### src/rtl/frame_sequencer.sv
// frame_sequencer: divides the CPU-rate tick into frame steps and emits the
// quarter-frame (envelope) and half-frame (length/sweep) strobes, plus the
// frame interrupt, under control of register $4017.
module frame_sequencer #(
  parameter int STEP_CYCLES = 7457,
  parameter int DIV_W       = 13
) (
  input  logic       clk,
  input  logic       reset,
  input  logic       tick,
  input  logic       reg4017_write,
  input  logic [7:0] reg4017,
  input  logic       irq_ack,
  output logic       quarter_clk,
  output logic       half_clk,
  output logic       frame_irq
);

  typedef enum logic [2:0] {
    STEP0 = 3'd0,
    STEP1 = 3'd1,
    STEP2 = 3'd2,
    STEP3 = 3'd3,
    STEP4 = 3'd4
  } step_e;

  localparam logic [DIV_W-1:0] DIV_LAST = DIV_W'(STEP_CYCLES - 1);

  logic             mode_q, mode_d;
  logic             irq_inhibit_q, irq_inhibit_d;
  logic [DIV_W-1:0] div_q, div_d;
  step_e            step_q, step_d;
  logic             quarter_q, quarter_d;
  logic             half_q, half_d;
  logic             irq_q, irq_d;
  logic             irq_set;
  step_e            step_last;

  // Bits 5:0 of $4017 carry nothing for this block.
  logic unused_reg_bits;
  assign unused_reg_bits = ^reg4017[5:0];

  // Register all state; reset also drops any strobe that was about to fire.
  always_ff @(posedge clk) begin
    if (reset) begin
      mode_q        <= 1'b0;
      irq_inhibit_q <= 1'b0;
      div_q         <= '0;
      step_q        <= STEP0;
      quarter_q     <= 1'b0;
      half_q        <= 1'b0;
      irq_q         <= 1'b0;
    end else begin
      mode_q        <= mode_d;
      irq_inhibit_q <= irq_inhibit_d;
      div_q         <= div_d;
      step_q        <= step_d;
      quarter_q     <= quarter_d;
      half_q        <= half_d;
      irq_q         <= irq_d;
    end
  end

  // Next-state: a $4017 write overrides the divider completely, otherwise a
  // tick advances the divider and a wrap completes the current step.
  always_comb begin
    mode_d        = mode_q;
    irq_inhibit_d = irq_inhibit_q;
    div_d         = div_q;
    step_d        = step_q;
    quarter_d     = 1'b0;
    half_d        = 1'b0;
    irq_set       = 1'b0;
    irq_d         = irq_q;
    step_last     = mode_q ? STEP4 : STEP3;

    if (reg4017_write) begin
      mode_d        = reg4017[7];
      irq_inhibit_d = reg4017[6];
      div_d         = '0;
      step_d        = STEP0;
      if (reg4017[7]) begin
        quarter_d = 1'b1;
        half_d    = 1'b1;
      end
    end else if (tick) begin
      if (div_q == DIV_LAST) begin
        div_d = '0;
        case (step_q)
          STEP0: quarter_d = 1'b1;
          STEP1: begin
            quarter_d = 1'b1;
            half_d    = 1'b1;
          end
          STEP2: quarter_d = 1'b1;
          STEP3: begin
            if (!mode_q) begin
              quarter_d = 1'b1;
              half_d    = 1'b1;
              irq_set   = !irq_inhibit_q;
            end
          end
          STEP4: begin
            quarter_d = 1'b1;
            half_d    = 1'b1;
          end
          default: ;
        endcase
        step_d = (step_q == step_last) ? STEP0 : step_e'(step_q + 3'd1);
      end else begin
        div_d = div_q + 1'b1;
      end
    end

    if (reg4017_write && reg4017[6]) begin
      irq_d = 1'b0;
    end else if (irq_set) begin
      irq_d = 1'b1;
    end else if (irq_ack) begin
      irq_d = 1'b0;
    end
  end

  assign quarter_clk = quarter_q;
  assign half_clk    = half_q;
  assign frame_irq   = irq_q;

endmodule

### config.mk
export PLATFORM = sky130hd
export DESIGN_NAME = frame_sequencer
export DESIGN_NICKNAME = d
export VERILOG_FILES = /design/src/rtl/frame_sequencer.sv
export SDC_FILE = /design/constraint.sdc
export NUM_CORES = 1
export LEC_CHECK = 0
export CAP_MARGIN = 20
export CORE_MARGIN = 1.5
export CORE_UTILIZATION = 40
export CTS_CLUSTER_SIZE = 30
export DETAILED_ROUTE_END_ITERATION = 10
export HOLD_SLACK_MARGIN = 0.12
export PLACE_DENSITY = 0.58
export SYNTH_ARGS = -nofsm -noshare
export SYNTH_HDL_FRONTEND = slang
export SYNTH_SLANG_ARGS = --single-unit
### constraint.sdc
create_clock -name clk -period 1.97 [get_ports clk]
set_input_delay 0.197 -clock clk [delete_from_list [all_inputs] [get_ports clk]]
set_output_delay 0.197 -clock clk [all_outputs]
set_load 0.05 [all_outputs]
==> impl_metrics.env <==
export IMPL_period_share_pct=83.37
export IMPL_diodes=0
export IMPL_mostFrequentLayoutCell="dfxtp_1"
export IMPL_wl_per_cell_um=11.99
export IMPL_crit_fanout=2
export IMPL_cts_tree="done"
export IMPL_design_area_um2=1230
export IMPL_setup_viol=0
export IMPL_regArea_um2=420.4
export IMPL_syn_inst=117
export IMPL_synth_top_family_by_area="simple AND/OR/NAND/NOR gates"
export IMPL_required_ns=1.77
export IMPL_synth_seq_cells=21
export IMPL_r2r_slack_ns=0.35
export IMPL_drive_gt1_share_pct=12.40
export IMPL_crit_type="flip-flop to primary output"
export IMPL_cts_htree_levels=1
export IMPL_hold_violations=0
export IMPL_muxShareOfSynthArea_pct=3.653
export IMPL_vias=825
export IMPL_wirelength_mm=1.907
export IMPL_path_cells="clkdlybuf4s50_1"
export IMPL_utilization_pct=48.33
export IMPL_layout_min_cycle_time_ns=1.642
export IMPL_run_status="completed"
export IMPL_fin_nets=150
export IMPL_cts_setup_buffers=0
export IMPL_grt_pass1_wl_mm=3.505
export IMPL_cts_made_buffers=3
export IMPL_cp_arrival_ns=1.45
export IMPL_cts_hold_buffers=0
export IMPL_cts_root_buf="clkbuf_4"
export IMPL_grt_max_degree=14
export IMPL_cp_top_family="buffers and inverters"
export IMPL_relSlewSlack_pct=66.75
export IMPL_multi_input_area_um2=613.1
export IMPL_skew_ns=0.002663
export IMPL_ctsLongestPathBuffers=2
export IMPL_synthFlopType="dfxtp_1"
export IMPL_synthSimpleGateAreaFrac_pct=28.77
export IMPL_critical_path_max_stage_delay_ns=0.80
export IMPL_synth_top_area_share_pct=38.36
export IMPL_tns_ns=0
export IMPL_max_cap_violations=0
export IMPL_p_leak_uw=0.0004450
export IMPL_gp_congestion=0.7236
export IMPL_rsz0062_at_grt="false"
export IMPL_die_y_um=55.35
export IMPL_max_freq_ghz=0.6089
export IMPL_globalRouteOverflowTotal=0
export IMPL_clk_latency_ns=0.30
export IMPL_clk_pin_slew_ns=0.11
export IMPL_fillers=250
export IMPL_drcViolationCount=0
export IMPL_die_x_um=55.35
export IMPL_dieArea_um2=3063
export IMPL_synth_compound_area_share_pct=5.936
export IMPL_synth_area_leaders="dfxtp_1 38%, ha_1 8.0%, nor2_1 6.5%"
export IMPL_synth_distinct_cells=32
export IMPL_core_area_um2=2545
export IMPL_ir_worst_vdd_mv=0.4302
export IMPL_ctsResizeCount=0
export IMPL_synthAdderAreaFrac_pct=7.991
export IMPL_clock_sinks=21
export IMPL_dr_pass1_iters=4
export IMPL_via_per_inst=5.189
export IMPL_start_util_pct=43.07
export IMPL_first_global_vias=792
export IMPL_synth_area_um2=1096
export IMPL_synth_edf_count=0
export IMPL_syn_nets=137
export IMPL_cp_num_buf_inv=1
export IMPL_whs_ns=0.4564
export IMPL_grt_use_total_pct=14.40
export IMPL_rows=18
export IMPL_antenna_found_initial=0
export IMPL_critPathCaptureType="primary output"
export IMPL_final_cell_mix="21 x dfxtp_1, 19 x nor2_1, 9 x clkdlybuf4s50_1, 8 x nand2_1"
export IMPL_hpwl_mm=1.405
export IMPL_yosysWarnings=0
export IMPL_drt_iter0_drc=11
export IMPL_cp_start_kind="flip-flop"
export IMPL_port_buffers=9
export IMPL_powerDensity_nw_per_um2=559.6
export IMPL_critPathSlowestCell="clkdlybuf4s50_1"
export IMPL_synth_xor_area_share_pct=9.589
export IMPL_worstMarginPinSlew_ns=0.4973
export IMPL_seq_area_frac_synth_pct=38.36
export IMPL_ios=16
export IMPL_hold_path_class="flip-flop to flip-flop"
export IMPL_ys_async_sr_fraction_pct=0
export IMPL_ant_nets=0
export IMPL_syn_to_final_growth_pct=12.21
export IMPL_synth_top_area_cell="dfxtp_1"
export IMPL_slew_viol_final=0
export IMPL_power_total_uw=688.3
export IMPL_placed_area_um2=1202
export IMPL_syn_area_per_cell_um2=9.368
[metrics by stage]
stage | std cells | setup slack (ns)
final | 159 | 0.3276
after global routing | 159 | 0.1948
after CTS | 159 | 0.2973
after detailed placement | 155 | 0.1966
after global placement | 155 | 0.2242
after floorplan | 117 | 0.5408
[cell type report]
| cell class | count | share of cell area, % |
|---|---|---|
| flip-flops and latches | 21 | 34.18 |
| multi-input cells | 87 | 49.85 |
| repair buffers | 12 | 9.156 |
| inverters | 5 | 1.526 |
| clock buffers | 3 | 1.831 |
| well taps | 30 | 3.052 |
| clock inverters | 1 | 0.4069 |
[worst register-to-register path: cells and delay by family (launching register included)]
kind	cells	cell delay [ns]
buffers and inverters	1	0.07
flip-flops	1	0.36
adder cells (fa/ha/maj)	1	0.16
AO/OA/AOI/OAI	1	0.15
AND/OR/NAND/NOR	3	0.82
[path summary, 6_finish.rpt]
kind	from	to	cells past startpoint
worst max-delay path	frame_irq$_SDFFE_PP0P_	frame_irq	1
worst min-delay path	irq_inhibit_q$_SDFFE_PP0P_	frame_irq$_SDFFE_PP0P_	1
worst max register to register	div_q[0]$_SDFFE_PP0P_	half_clk$_SDFF_PP0_	6
worst min register to register	irq_inhibit_q$_SDFFE_PP0P_	frame_irq$_SDFFE_PP0P_	1
[routing by layer]
layer | part of all wire, % | routed length [µm] | global-route usage, %
met1 | 46 | 879 | 18.38
met2 | 50 | 944 | 22.96
met3 | 3.6 | 68 | 4.918
met4 | 0.79 | 15 | 4.181
met5 | 0 | 0 | 0
[synthesized netlist by cell type, types with 2 or more instances]
cell	n
ha_1	7
nand4_1	4
xor2_1	7
clkbuf_8	2
xnor2_1	5
nand2b_1	2
a21oi_1	4
nand2_1	8
dfxtp_1	21
nor3_1	5
nor2_1	19
nand3_1	4
and4_2	2
and2b_2	2
inv_1	5
mux2i_1	4
[logic make-up after synthesis]
kind of cell             after synthesis
adder cells (fa/ha/maj)                7
AND/OR/NAND/NOR                       54
buffers and inverters                  9
multiplexers                           4
XOR/XNOR                              12
AO/OA/AOI/OAI                         10
flip-flops                            21
[power by group]
part           leakage [µW]  switching (µW)  total (µW)  internal, µW
sequential         0.000170            3.93         434           430
combinational      0.000257            25.5        48.4          23.0
clock             0.0000177             130         206          75.7
[registers in the layout, indices dropped and copies added (netlist names)]
register	count
div_q	13
step_q	3
frame_irq	1
half_clk	1
irq_inhibit_q	1
mode_q	1
quarter_clk	1
Power figures use the tool's default switching activity.
